==> config.mk <==
export PLATFORM = sky130hd
export DESIGN_NAME = intr_ctrl_flat
export DESIGN_NICKNAME = d
export VERILOG_FILES = /design/src/rtl/intr_ctrl_if.sv /design/src/rtl/intr_ctrl.sv /design/src/flat_wrapper.sv
export SDC_FILE = /design/constraint.sdc
export NUM_CORES = 1
export LEC_CHECK = 0
export ABC_CLOCK_PERIOD_IN_PS = 7200
export BUFFER_PORTS_ARGS = -buffer_cell sky130_fd_sc_hd__buf_4
export CELL_PAD_IN_SITES_DETAIL_PLACEMENT = 1
export CELL_PAD_IN_SITES_GLOBAL_PLACEMENT = 1
export CORE_MARGIN = 3
export CORE_UTILIZATION = 50
export CTS_CLUSTER_DIAMETER = 120
export CTS_CLUSTER_SIZE = 30
export DETAILED_ROUTE_END_ITERATION = 12
export HOLD_SLACK_MARGIN = 0.08
export PLACE_DENSITY_LB_ADDON = 0.1
export SLEW_MARGIN = 40
export SYNTH_ARGS = -nofsm -noshare
export SYNTH_HDL_FRONTEND = slang
export SYNTH_SLANG_ARGS = --single-unit
==> constraint.sdc <==
create_clock -name clk -period 7.2 [get_ports clk]
set_input_delay 0.36 -clock clk [delete_from_list [all_inputs] [get_ports clk]]
set_output_delay 0.36 -clock clk [all_outputs]
set_load 0.01 [all_outputs]
==> src/rtl/intr_ctrl_if.sv <==
// Interrupt controller <-> core bundle.
// Optional macro: INTR_MASK_EN adds irq_mask (1 = source enabled).
// Signals:
//   irq_in      raw request lines (rising-edge sensitive)
//   irq_ack     core accepts the pending redirect this cycle
//   pc_next     return address captured on ack
//   mret        mret instruction retiring (one-cycle pulse)
//   irq_req     registered redirect request
//   irq_vec     redirect target, stable while irq_req=1
//   epc_out     top of the EPC stack, 0 when empty
//   pending     latched pending bits
//   in_service  sources currently being serviced
//   depth       nesting depth
//   ret_err     sticky: mret seen with nothing in service
// Modports: master = core side, slave = controller side.
interface intr_ctrl_if #(
  parameter int unsigned NSRC   = 3,
  parameter int unsigned ADDR_W = 32
);
  localparam int unsigned DEPTH_W = $clog2(NSRC + 1);

  logic [NSRC-1:0]    irq_in;
  logic               irq_ack;
  logic [ADDR_W-1:0]  pc_next;
  logic               mret;
`ifdef INTR_MASK_EN
  logic [NSRC-1:0]    irq_mask;
`endif
  logic               irq_req;
  logic [ADDR_W-1:0]  irq_vec;
  logic [ADDR_W-1:0]  epc_out;
  logic [NSRC-1:0]    pending;
  logic [NSRC-1:0]    in_service;
  logic [DEPTH_W-1:0] depth;
  logic               ret_err;

  modport master (
    output irq_in, irq_ack, pc_next, mret,
    input  irq_req, irq_vec, epc_out, pending, in_service, depth, ret_err
`ifdef INTR_MASK_EN
    , output irq_mask
`endif
  );

  modport slave (
    input  irq_in, irq_ack, pc_next, mret,
    output irq_req, irq_vec, epc_out, pending, in_service, depth, ret_err
`ifdef INTR_MASK_EN
    , input irq_mask
`endif
  );
endinterface

==> src/rtl/intr_ctrl.sv <==
// Vectored, nesting interrupt controller for the single-cycle RV32 core.
// Optional macro: INTR_MASK_EN (per-source enable via bus.irq_mask; when
// undefined every source is enabled).
// Ports:
//   clk  system clock, rising edge
//   rst  synchronous active-high reset
//   bus  intr_ctrl_if.slave (request lines, ack/mret handshake, status)
// Rising edges on irq_in latch pending bits. In IDLE the highest pending
// source strictly above the current in-service priority is requested with
// its vector; the request is held until the core acks, at which point the
// return PC is pushed and the source enters service. mret pops the stack and
// retires the highest in-service source.
module intr_ctrl #(
  parameter int unsigned        NSRC       = 3,
  parameter int unsigned        ADDR_W     = 32,
  parameter logic [ADDR_W-1:0]  VEC_BASE   = ADDR_W'(32'h0000_0100),
  parameter int unsigned        VEC_STRIDE = 4
) (
  input  logic       clk,
  input  logic       rst,
  intr_ctrl_if.slave bus
);
  localparam int unsigned DEPTH_W = $clog2(NSRC + 1);
  localparam int unsigned IDX_W   = (NSRC > 1) ? $clog2(NSRC) : 1;
  // Sized to the full depth index range so the stack index width matches;
  // only the first NSRC entries can ever be written.
  localparam int unsigned STACK_N = 1 << DEPTH_W;

  typedef enum logic {S_IDLE, S_REQ} state_t;

  state_t             state;
  logic [NSRC-1:0]    irq_d;
  logic [NSRC-1:0]    pending_q;
  logic [NSRC-1:0]    in_service_q;
  logic [NSRC-1:0]    enable;
  logic [NSRC-1:0]    edge_det;
  logic [NSRC-1:0]    req_onehot;
  logic [NSRC-1:0]    cp_onehot;
  logic [IDX_W-1:0]   req_idx;
  logic [IDX_W-1:0]   cp_idx;
  logic [IDX_W-1:0]   cand_idx;
  logic               cp_valid;
  logic               cand_valid;
  logic [DEPTH_W-1:0] depth_q;
  logic               irq_req_q;
  logic               ret_err_q;
  logic [ADDR_W-1:0]  irq_vec_q;
  logic [ADDR_W-1:0]  stack [STACK_N];
  logic               ack_take;
  logic               mret_ok;

`ifdef INTR_MASK_EN
  assign enable = bus.irq_mask;
`else
  assign enable = '1;
`endif

  assign edge_det   = bus.irq_in & ~irq_d;
  // mret wins over a simultaneous ack; the request stays up.
  assign ack_take   = (state == S_REQ) && bus.irq_ack && !bus.mret;
  assign mret_ok    = bus.mret && (depth_q != '0);
  assign req_onehot = NSRC'(1) << req_idx;
  assign cp_onehot  = NSRC'(1) << cp_idx;

  // Current priority and candidate selection (higher index wins).
  always_comb begin
    cp_valid   = 1'b0;
    cp_idx     = '0;
    cand_valid = 1'b0;
    cand_idx   = '0;
    for (int unsigned i = 0; i < NSRC; i++) begin
      if (in_service_q[i]) begin
        cp_valid = 1'b1;
        cp_idx   = IDX_W'(i);
      end
    end
    for (int unsigned i = 0; i < NSRC; i++) begin
      if (pending_q[i] && enable[i] && (!cp_valid || (IDX_W'(i) > cp_idx))) begin
        cand_valid = 1'b1;
        cand_idx   = IDX_W'(i);
      end
    end
  end

  always_ff @(posedge clk) begin
    if (rst) begin
      state        <= S_IDLE;
      irq_req_q    <= 1'b0;
      irq_vec_q    <= '0;
      req_idx      <= '0;
      pending_q    <= '0;
      in_service_q <= '0;
      depth_q      <= '0;
      ret_err_q    <= 1'b0;
      irq_d        <= bus.irq_in;
    end else begin
      irq_d     <= bus.irq_in;
      // A new edge in the clearing cycle keeps the bit set.
      pending_q <= (pending_q & ~(ack_take ? req_onehot : '0)) | edge_det;

      if (bus.mret && (depth_q == '0))
        ret_err_q <= 1'b1;

      if (ack_take) begin
        in_service_q <= in_service_q | req_onehot;
        depth_q      <= depth_q + DEPTH_W'(1);
      end else if (mret_ok) begin
        in_service_q <= in_service_q & ~cp_onehot;
        depth_q      <= depth_q - DEPTH_W'(1);
      end

      case (state)
        S_IDLE: begin
          if (cand_valid) begin
            irq_req_q <= 1'b1;
            irq_vec_q <= VEC_BASE + (ADDR_W'(cand_idx) * ADDR_W'(VEC_STRIDE));
            req_idx   <= cand_idx;
            state     <= S_REQ;
          end
        end
        S_REQ: begin
          if (ack_take) begin
            irq_req_q <= 1'b0;
            state     <= S_IDLE;
          end
        end
      endcase
    end
  end

  // Return-PC stack: contents need no reset, depth qualifies them.
  always_ff @(posedge clk) begin
    if (ack_take)
      stack[depth_q] <= bus.pc_next;
  end

  assign bus.irq_req    = irq_req_q;
  assign bus.irq_vec    = irq_vec_q;
  assign bus.epc_out    = (depth_q == '0) ? '0 : stack[depth_q - DEPTH_W'(1)];
  assign bus.pending    = pending_q;
  assign bus.in_service = in_service_q;
  assign bus.depth      = depth_q;
  assign bus.ret_err    = ret_err_q;
endmodule

==> src/flat_wrapper.sv <==
// flat-port wrapper written by rule: the top's interface ports become plain ports
module intr_ctrl_flat 
#(
  parameter int unsigned        NSRC       = 3,
  parameter int unsigned        ADDR_W     = 32,
  parameter logic [ADDR_W-1:0]  VEC_BASE   = ADDR_W'(32'h0000_0100),
  parameter int unsigned        VEC_STRIDE = 4
)
  (clk, rst, bus_irq_in, bus_irq_ack, bus_pc_next, bus_mret, bus_irq_req, bus_irq_vec, bus_epc_out, bus_pending, bus_in_service, bus_depth, bus_ret_err);
  intr_ctrl_if #(.NSRC(NSRC), .ADDR_W(ADDR_W)) bus_i ();
  input  logic clk;
  input  logic rst;
  input wire logic [$bits(bus_i.irq_in)-1:0] bus_irq_in;
  input wire logic [$bits(bus_i.irq_ack)-1:0] bus_irq_ack;
  input wire logic [$bits(bus_i.pc_next)-1:0] bus_pc_next;
  input wire logic [$bits(bus_i.mret)-1:0] bus_mret;
  output wire logic [$bits(bus_i.irq_req)-1:0] bus_irq_req;
  output wire logic [$bits(bus_i.irq_vec)-1:0] bus_irq_vec;
  output wire logic [$bits(bus_i.epc_out)-1:0] bus_epc_out;
  output wire logic [$bits(bus_i.pending)-1:0] bus_pending;
  output wire logic [$bits(bus_i.in_service)-1:0] bus_in_service;
  output wire logic [$bits(bus_i.depth)-1:0] bus_depth;
  output wire logic [$bits(bus_i.ret_err)-1:0] bus_ret_err;
  assign bus_i.irq_in = bus_irq_in;
  assign bus_i.irq_ack = bus_irq_ack;
  assign bus_i.pc_next = bus_pc_next;
  assign bus_i.mret = bus_mret;
  assign bus_irq_req = bus_i.irq_req;
  assign bus_irq_vec = bus_i.irq_vec;
  assign bus_epc_out = bus_i.epc_out;
  assign bus_pending = bus_i.pending;
  assign bus_in_service = bus_i.in_service;
  assign bus_depth = bus_i.depth;
  assign bus_ret_err = bus_i.ret_err;
  intr_ctrl #(.NSRC(NSRC), .ADDR_W(ADDR_W), .VEC_BASE(VEC_BASE), .VEC_STRIDE(VEC_STRIDE)) u_core (.clk(clk), .rst(rst), .bus(bus_i));
endmodule
[Word level (Yosys, flattened, before mapping)]
Memories as Yosys holds them, arrays and structs flattened.
Cells that the tools add are included.
Storage, ports and cells
  register bits after elaboration: 48
  bits in writable memories: 128
  input bits: 39
  output and inout bits: 74
  word-level logic and storage cells: 70
  memories: 1
Operators by class
  add/sub/neg operators: 3
  $lt $le $gt $ge: 3
  equality and inequality tests: 2
  shift-type cells: 2
  mux-type cells: 24
  bitwise gates (word level): 9
  reduce and logical (&&, ||, !) cells: 17
Memory list
  u_core.stack: depth 4, width 32, read ports 1, clocked after memory_dff 0, write ports 1, line intr_ctrl.sv:48  | logic [ADDR_W-1:0] stack [STACK_N];
Operators by type and width (count)
  $mux 32: 1
  $mux 1: 14
  $add 9x4->10 const A: 1
  $and 3x3->3: 3
  $mux 3: 3
  $not 3->3: 3
  $mux 2: 4
  $logic_and 1x1->1: 7
  $or 3x3->3: 2
  $shl 1x2->3 const A: 2
  $gt 1x2->1 const A: 2
  $pmux 1 s2: 2
  $reduce_and 2->1: 2
  $reduce_bool 2->1: 2
  $logic_or 1x1->1: 3
  $add 2x1->2 const B: 1
  $gt 2x2->1 const A: 1
  $logic_not 1->1: 2
  $logic_not 2->1: 1
  $ne 2x1->1 const B: 1
  $ne 2x2->1 const B: 1
  $sub 2x1->2 const B: 1
  $not 1->1: 1

[Logic depth before layout (Yosys ltp)]
Gate-level depths: netlist of the first run.
  depth in word-level cells: 11
  mapped depth: 8
  depth with buffers taken out: 5

[Worst setup path after synthesis of the first run]
OpenSTA, ideal clock, no wires.
  path kind: register to register
  start point: register u_core.depth_q[0], in the netlist u_core.bus.depth[0]
  end point: memory u_core.stack[0][0], enable pin
  setup time: 392 ps
  arrival: 2153 ps
  required time: 6808 ps
  path slack: 4655 ps
  cell stages (with the launch flop): 7
  path buffers: 3
  period minus slack after synthesis: 2545 ps
  cells stage by stage: dfxtp_1 buf_6 buf_6 inv_1 ha_1 clkbuf_1 and2_1
RTL lines
  start, declared: line intr_ctrl.sv:44  | logic [DEPTH_W-1:0] depth_q;
  start signal, assigned: line intr_ctrl.sv:106  | depth_q <= depth_q + DEPTH_W'(1);
  start signal, assigned: line intr_ctrl.sv:109  | depth_q <= depth_q - DEPTH_W'(1);
  end, declared: line intr_ctrl.sv:48
Straight into the memory's write port.

[Worst setup path after layout of the first run]
  start point: register u_core.depth_q[1], in the netlist u_core.bus.depth[1]
  end point: output port bus_epc_out[24]
On the way
  word-level cells in the longest chain between the ends: 3
  elaborated cells between the ends (all ways): 4
RTL lines
  $sub 2x1->2: line intr_ctrl.sv:139  | assign bus.epc_out = (depth_q == '0) ? '0 : stack[depth_q - DEPTH_W'(1)];
  $mem_v2 4x32
  $mux 32 (*): line intr_ctrl.sv:139
  end, declared: line flat_wrapper.sv:19  | output wire logic [$bits(bus_i.epc_out)-1:0] bus_epc_out;
Mark *: on every way between the ends. The rest lies on a longest branch, timed or not.

==> results.yml, run 1 <==
cells_and_area:
  final_cell_mix: "128 x edfxtp_1, 84 x buf_4, 35 x nor2b_1"
  diodes: 0
  final_cells: 557
  area_delta_synth_final_pct: 21.35
  layout_commonest_cell: "edfxtp_1"
  post-route-util: 0.6355
  layout.nets: 447
  final_area_um2: 7041
  drive_gt1_frac: 0.3621
route:
  vias: 2936
  drcViolationCount: 0
  drt_iter0_drc: 116
  post_drt_wl_per_cell_um: 20.26
  first_pass_iters: 5
  via_per_inst: 5.271
  drt_wl_total_um: 11280
  ant_nets: 0
yosys:
  syn_area_um2: 5802
  avgSynthCellArea_um2: 18.60
  synthSimpleGateAreaFrac: 0.06125
  syn_inst: 312
  synthAdderAreaFrac: 0.008626
  synth_top_family_by_area: "multiplexers"
  yosys_warnings: 0
  ys_ff_latch: 145
  synthMuxAreaShare: 0.1277
  synthXorXnorAreaFrac: 0
  yosysUniqueCellTypes: 32
  synth_compound_area_frac: 0.02458
  ys_seq_area_frac: 0.7212
global_route:
  use_met3: 0.04668
  busiest_layer: "met2"
  grt_first_pass_wirelength_um: 17740
  gr-usage-met2: 0.3121
  track_usage: 0.1868
  overflow: 0
  antenna_found_initial: 0
  grt_start_max_net_pins: 37
  first_global_vias: 3164
  grt_use_met1: 0.2346
sta:
  hold_ws_ns: 0.1491
  worstMarginPinSlew_ns: 0.6763
  timing.final.ws_setup_ns: 4.570
  rsz0062_at_grt: "false"
  fin_crit_sh: 0.3653
  finClkSkew_ns: 0.008259
  fin_crit_ns: 2.630
  hold_viol: 0
  finalMaxSlewViolations: 0
  slew_headroom: 0.5492
  final.setup.tns_ns: 0
  final-setup-viol-count: 0
  fmax_ghz: 0.3802
floorplan:
  die-height_um: 113.7
  rows: 38
  pin_count: 113
  start_util: 0.5237
  die_w_um: 113.7
  fp.dieArea_um2: 12930
  coreArea_um2: 11080
worst_setup_path:
  critPathRequiredTime_ns: 6.84
  crit_type: "reg2out"
  cp_max_fo: 34
  startpoint_type: "flop"
  timing.rr.end: "u_core.stack[3][3]"
  end_kind: "primary output"
  ff2ff_setup_slack_ns: 5.19
  r2r_cells: 3
  timing.rr.start: "u_core.bus.depth[0]"
  critical_path_arrival_ns: 2.27
clock_network:
  cts.hold.buffers_added: 3
  clockBufferDepth: 2
  cts-resized-gates: 0
  cts_buffers: 17
  cts_setup_buffers: 0
  clkLatencyLatePin_ns: 0.41
  clock-sinks: 145
  cts-root-buf: "clkbuf_16"
  clkTransAtPathRegs_ns: 0.05
  htreeDepth: 4
  tritoncts: "yes"
min_path:
  min_from: "bus_pc_next[1]"
  min_to: "u_core.stack[1][1]"
  hold-path-cell-count: 1
  hp-class: "in2reg"
placement:
  dp_cells: 522
  gp_congestion: 0.7010
  place_area_um2: 6434
  dp_hpwl_um: 6700
  pre_cts_slack_ns: 4.971
  numPortBuffers: 83
status:
  status: "finished clean"
flow_run:
  cap_violations: 0
power_and_ir_drop:
  peakVddDrop_v: 0.0002576
  p_per_area_nw_per_um2: 305.1
  p_leak_nw: 2.493
  total_power_mw: 2.148
[kinds of logic (layout without fill, tap and decap cells)]
logic type                 Yosys count  count (layout)
muxes                               34              34
DFF                                145             145
AOI/OAI and AO/OA                   20              20
other                                1              29
adders and majority gates            4               4
and+or+nand+nor                     60              60
buffers and inverters               48             125
[report_power, final]
part / switching [mW] / total [mW] / internal, mW / leakage (nW)
clock: 0.321 / 0.859 / 0.538 / 0.277
combinational: 0.168 / 0.342 / 0.174 / 0.922
sequential: 0.0104 / 0.946 / 0.936 / 1.29
[cells in the mapped netlist]
master | count | area (um2)
or2_2 | 1 | 6.260
o211ai_1 | 1 | 7.510
nor2_1 | 6 | 22.52
buf_4 | 29 | 217.7
a211oi_1 | 2 | 15.01
clkbuf_2 | 1 | 5.000
a31oi_1 | 2 | 12.51
o21a_1 | 1 | 7.510
and2_1 | 4 | 25.02
inv_1 | 6 | 22.52
conb_1 | 1 | 3.750
clkbuf_1 | 4 | 15.01
buf_6 | 4 | 45.04
edfxtp_1 | 128 | 3844
nand2_1 | 1 | 3.750
buf_2 | 4 | 20.02
o221a_2 | 1 | 11.26
nand3_1 | 1 | 5.000
o31ai_1 | 3 | 22.52
and3b_1 | 1 | 8.760
o31a_1 | 1 | 8.760
mux2i_1 | 2 | 20.02
nor3_1 | 5 | 25.02
dfxtp_1 | 17 | 340.3
mux4_2 | 32 | 720.7
nand2b_1 | 4 | 25.02
nand3b_1 | 2 | 15.01
ha_1 | 4 | 50.05
a211oi_2 | 1 | 12.51
nor2b_1 | 35 | 219.0
a21oi_1 | 7 | 35.03
o211a_1 | 1 | 10.01
[cell type report]
type / instances / area (um2)
Fill cell: 959 / 4038
Sequential cell: 145 / 4185
Inverter: 6 / 22.52
Clock inverter: 13 / 143.9
Multi-Input combinational cell: 147 / 1420
Clock buffer: 19 / 432.9
Tap cell: 140 / 175.2
Timing Repair Buffer: 87 / 660.6
[worst max-delay path by stage]
stage                         from                 end  slack (ns)
3_3_place_gp   u_core.bus.depth[1]     bus_epc_out[25]        4.66
4_1_cts        u_core.bus.depth[1]     bus_epc_out[24]        4.51
6_report       u_core.bus.depth[1]     bus_epc_out[24]        4.57
5_1_grt        u_core.bus.depth[0]     bus_epc_out[24]        4.43
2_1_floorplan  u_core.bus.depth[0]  u_core.stack[0][0]        4.65
3_5_place_dp   u_core.bus.depth[1]     bus_epc_out[25]        4.97
[layer usage]
metal	up-vias	wire length, um
met1	1501	4646
met4	0	165
met5	-	0
met3	12	567
li1	1329	-
met2	94	5905
[sequential cells by signal, summed over array words and instances (netlist names)]
name,count
u_core.stack,128
u_core.bus.irq_req,1
u_core.bus.ret_err,1
u_core.bus.in_service,3
u_core.state,1
u_core.irq_d,3
u_core.bus.pending,3
u_core.bus.depth,2
u_core.bus.irq_vec,2
u_core.req_idx,1
[worst max-delay path, stage by stage, from the launching register on]
cell and delay, ns:
dfxtp_1 0.41, inv_1 0.11, ha_4 0.61, mux4_2 0.41, nor2b_1 0.15, buf_4 0.16
Note: power is estimated with default switching activity, not from simulation.
==> inputs of run 2 (changes only) <==
- ABC_CLOCK_PERIOD_IN_PS: 7200 -> 2650
- CORE_UTILIZATION: 50 -> 46
- clock period: 7.2 -> 2.65 ns (I/O delays scaled with it)
==> run 2 against run 1 <==
Effect of this change: routed wire length up 5.3%; power rose to 2.7 times the previous value; worst setup slack worse by 4.4 ns; first-iteration DRC count up 72%; flip-flop and latch count unchanged.
==> results.yml, run 2 (synthesized netlist as in run 1, its figures left out) <==
clock_network:
  clkLatencyLatePin_ns: 0.42
  clockBufferDepth: 2
  cts-root-buf: "clkbuf_16"
  htreeDepth: 4
  cts_buffers: 17
  clkTransAtPathRegs_ns: 0.06
  clock-sinks: 145
  cts_setup_buffers: 0
  tritoncts: "yes"
floorplan:
  coreArea_um2: 12160
  start_util: 0.4771
  fp.dieArea_um2: 14000
  die-height_um: 118.3
  die_w_um: 118.3
  rows: 40
  pin_count: 113
power_and_ir_drop:
  power_switching_share: 0.2325
  peakVddDrop_v: 0.0005941
  p_sw_mw: 1.370
  sequentialPowerShare: 0.436
  p_comb_frac: 0.168
  intPower_mw: 4.522
  p_leak_nw: 2.677
  pwr-share-clk: 0.395
  p_per_area_nw_per_um2: 785.5
global_route:
  overflow: 0
  grt_start_max_net_pins: 37
  track_usage: 0.1816
  first_global_vias: 3476
  grt_first_pass_wirelength_um: 19000
  antenna_found_initial: 0
worst_setup_path:
  crit_type: "reg2out"
  slowest_delay_ns: 0.47
  startpoint: "u_core.bus.depth[1]"
  end_kind: "primary output"
  critical_path_arrival_ns: 2.34
  cp_max_fo: 28
  critPathRequiredTime_ns: 2.52
  startpoint_type: "flop"
  timing.rr.start: "u_core.bus.depth[0]"
  crit_path_top_delay_cell: "ha_2"
  crit_chain: "inv_1 > ha_2 > buf_12 > mux4_2 > nor2b_1 > buf_4"
route:
  vias: 3145
  via_per_inst: 5.016
  ant_nets: 0
  drt_iter0_drc: 200
  drt_wl_total_um: 11880
  drcViolationCount: 0
  first_pass_iters: 4
  post_drt_wl_per_cell_um: 18.95
cells_and_area:
  post-route-util: 0.6168
  layout.nets: 489
  layout_commonest_cell: "edfxtp_1"
  diodes: 0
  largest_register_ffs: 128
  largest_register: "u_core.stack"
  drive_gt1_frac: 0.3464
  area_delta_synth_final_pct: 29.29
  final_cell_mix: "128 x edfxtp_1, 89 x buf_4, 37 x dlygate4sd3_1"
min_path:
  hp-class: "in2reg"
  min_from: "bus_irq_ack"
sta:
  hold_viol: 0
  final-setup-viol-count: 0
  slew_headroom: 0.5430
  worstMarginPinSlew_ns: 0.6855
  finalMaxSlewViolations: 0
  fin_crit_sh: 0.9315
  fin_crit_ns: 2.469
  fmax_ghz: 0.4051
  final.setup.tns_ns: 0
  finClkSkew_ns: 0.01003
  rsz0062_at_grt: "false"
placement:
  dp_hpwl_um: 6851
  gp_congestion: 0.7680
  numPortBuffers: 83
status:
  status: "finished clean"
flow_run:
  cap_violations: 0
## run 2: worst max-delay path, delay by kind of cell (launching register included)
family	cells	cell delay, ns
adder cells (fa/ha/maj)	1	0.47
flip-flops	1	0.41
buffers and inverters	3	0.50
AND/OR/NAND/NOR	1	0.18
multiplexers	1	0.33
## run 2: metal layers
metal	up-vias	global-route usage	wire length (um)
li1	1419	-	-
met5	-	0	0
met3	18	0.06411	683
met1	1611	0.2247	4921
met4	0	0.05714	136
met2	97	0.3012	6138
## run 2: stage by stage
step / instances / worst slack (ns) / area (um2) / total power [mW] / hold WS (ns)
global placement: 558 / 0.6693 / 6551 / 3.568 / 0.2485
CTS: 627 / 0.1286 / 7501 / 5.963 / 0.2628
global route: 627 / 0.05822 / 7501 / 6.133 / 0.3066
finish: 627 / 0.1814 / 7501 / 5.892 / 0.2718
floorplan: 340 / 0.1046 / 5907 / 3.225 / 0.1602
detailed placement: 558 / 0.6157 / 6551 / 3.577 / 0.2508
## run 2: final timing paths
kind	endpoint	slack (ns)	cells after the start
worst max register to register	u_core.stack[1][5]	0.76	4
worst min register to register	u_core.bus.irq_vec[8]	0.47	1
worst max-delay path	bus_epc_out[27]	0.18	6
worst min-delay path	u_core.bus.irq_req	0.27	3
## run 2: power groups by stage
stage | clock network, mW | registers [mW] | logic, mW
final | 2.33 | 2.57 | 0.992
after global placement | 0 | 2.61 | 0.954
after floorplan | 0 | 2.62 | 0.604
after detailed placement | 0 | 2.62 | 0.959
after CTS | 2.38 | 2.57 | 1.01
after global routing | 2.48 | 2.58 | 1.08
## run 2: final cells by class
cell class | instances | area (um2)
Timing Repair Buffer | 129 | 1099
Inverter | 6 | 22.52
Tap cell | 168 | 210.2
Clock inverter | 11 | 138.9
Fill cell | 1114 | 4661
Clock buffer | 21 | 440.4
Multi-Input combinational cell | 147 | 1405
Sequential cell | 145 | 4185
## run 2: what timing repair did
item,CTS,global route
hold buffers,37,0
hold endpoints to repair,140,0
gates resized for setup,0,0
==> inputs of run 3 (changes only) <==
- BUFFER_PORTS_ARGS: -buffer_cell sky130_fd_sc_hd__buf_4 -> not set
- CORE_UTILIZATION: 46 -> 53
- DONT_BUFFER_PORTS: not set -> 1
==> run 3 against run 2 <==
Effect of this change: critical path depth stayed put; design area shrank 6.5%; final cell count down 18%; maximum frequency increased by 2.5%; non-clock buffer count fell by 78; clock power up 19%; first-iteration DRC count fell by 8.0%; sequential share of layout area increased by 3.9 points; critical path type unchanged; largest cell class unchanged; highest routed layer unchanged.
==> results.yml, run 3 (synthesized netlist as in run 1, its figures left out) <==
status:
  status: "finished clean"
cells_and_area:
  post-route-util: 0.6705
  final_cell_mix: "128 x edfxtp_1, 40 x dlygate4sd3_1, 35 x nor2b_1"
  largest_register: "u_core.stack"
  largest_register_ffs: 128
  diodes: 0
  area_delta_synth_final_pct: 20.92
  num-fill-cells: 879
  final_cells: 517
  drive_gt1_frac: 0.2126
  layout_commonest_cell: "edfxtp_1"
  layout.nets: 411
placement:
  pre_cts_slack_ns: 0.5301
  dp_hpwl_um: 6718
  dp_cells: 445
  numPortBuffers: 0
  gp_congestion: 0.7255
global_route:
  busiest_layer: "met2"
  overflow: 0
  first_global_vias: 3111
  gr-usage-met2: 0.3345
  track_usage: 0.2010
  grt_start_max_net_pins: 37
  antenna_found_initial: 0
  grt_first_pass_wirelength_um: 18390
  use_met3: 0.05918
  grt_use_met1: 0.2478
clock_network:
  clockBufferDepth: 2
  cts_setup_buffers: 0
  cts_buffers: 17
  clkTransAtPathRegs_ns: 0.06
  clock-sinks: 145
  htreeDepth: 4
  tritoncts: "yes"
  cts-root-buf: "clkbuf_8"
  clkLatencyLatePin_ns: 0.53
min_path:
  hold-path-cell-count: 3
  hp-class: "in2reg"
floorplan:
  fp.dieArea_um2: 12240
  pin_count: 113
  start_util: 0.5545
  die-height_um: 110.6
  die_w_um: 110.6
  rows: 37
  coreArea_um2: 10460
sta:
  hold_ws_ns: 0.1079
  timing.final.ws_setup_ns: 0.2414
  fin_crit_ns: 2.409
  fin_crit_sh: 0.9089
  worstMarginPinSlew_ns: 0.5225
  final-setup-viol-count: 0
  final.setup.tns_ns: 0
  rsz0062_at_grt: "false"
  fmax_ghz: 0.4152
  hold_viol: 0
  slew_headroom: 0.6517
  finClkSkew_ns: 0.005707
  finalMaxSlewViolations: 0
route:
  post_drt_wl_per_cell_um: 22.30
  ant_nets: 0
  drcViolationCount: 0
  first_pass_iters: 4
  drt_iter0_drc: 184
  via_per_inst: 5.487
  vias: 2837
  drt_wl_total_um: 11530
power_and_ir_drop:
  p_per_area_nw_per_um2: 878.8
  peakVddDrop_v: 0.0008794
  p_leak_nw: 2.347
worst_setup_path:
  cp_max_fo: 26
  critical_path_arrival_ns: 2.28
  r2r_cells: 6
  critPathRequiredTime_ns: 2.52
  end_kind: "primary output"
  crit_type: "reg2out"
  startpoint_type: "flop"
  ff2ff_setup_slack_ns: 0.68
flow_run:
  cap_violations: 0
==> run 3: cell count changes in the layout (fill, tap and decap cells not counted), moves of 2 or more <==
cell	change
clkinvlp_4	-3
dlygate4sd3_1	+3
buf_4	-83
bufinv_16	+5
clkbuf_1	-2
==> run 3: area by class of cell <==
class                           count  area (um2)  share of cell area
Clock buffer                       19       421.7             0.06010
Inverter                            6       22.52            0.003210
Timing Repair Buffer               51       536.8             0.07651
Multi-Input combinational cell    147        1415              0.2017
Clock inverter                     13       262.8             0.03745
Tap cell                          136       170.2             0.02426
Sequential cell                   145        4187              0.5968
==> run 3: repair_timing <==
| item | in CTS | in global routing |
|---|---|---|
| hold buffers | 40 | 0 |
| hold endpoints to repair | 145 | 0 |
| endpoints found under the setup margin | 3 | 3 |
| resized for setup | 1 | 2 |
==> run 3: metal layers <==
layer	vias up	share of wire
met4	0	0.014
met2	91	0.53
li1	1267	-
met3	13	0.049
met1	1466	0.41
met5	-	0
==> run 3: worst paths after layout <==
kind / from / to
max: u_core.bus.depth[1] / bus_epc_out[25]
min: bus_mret / u_core.bus.pending[0]
max reg2reg: u_core.bus.depth[1] / u_core.bus.depth[1]
min reg2reg: u_core.irq_d[2] / u_core.bus.pending[2]
==> run 3: worst max-delay path, cell delays in order (launching register included) <==
cell     delay, ns
dfxtp_2       0.40
inv_1         0.12
ha_4          0.38
buf_12        0.23
mux4_2        0.32
nor2b_1       0.14
buf_4         0.15
==> run 3: power breakdown <==
group          leakage (nW)  total [mW]  internal [mW]  switching, mW
clock                 0.335        2.77           1.90          0.868
combinational         0.718       0.818          0.380          0.438
sequential             1.30        2.58           2.54         0.0384
total                  2.35        6.17           4.82           1.35
==> run 3: through the flow <==
stage / cell area, um2 / power [mW]
finish: 7015 / 6.165
detailed placement: 5916 / 3.362
global placement: 5916 / 3.352
CTS: 7010 / 6.221
global route: 7015 / 6.391
floorplan: 5907 / 3.225
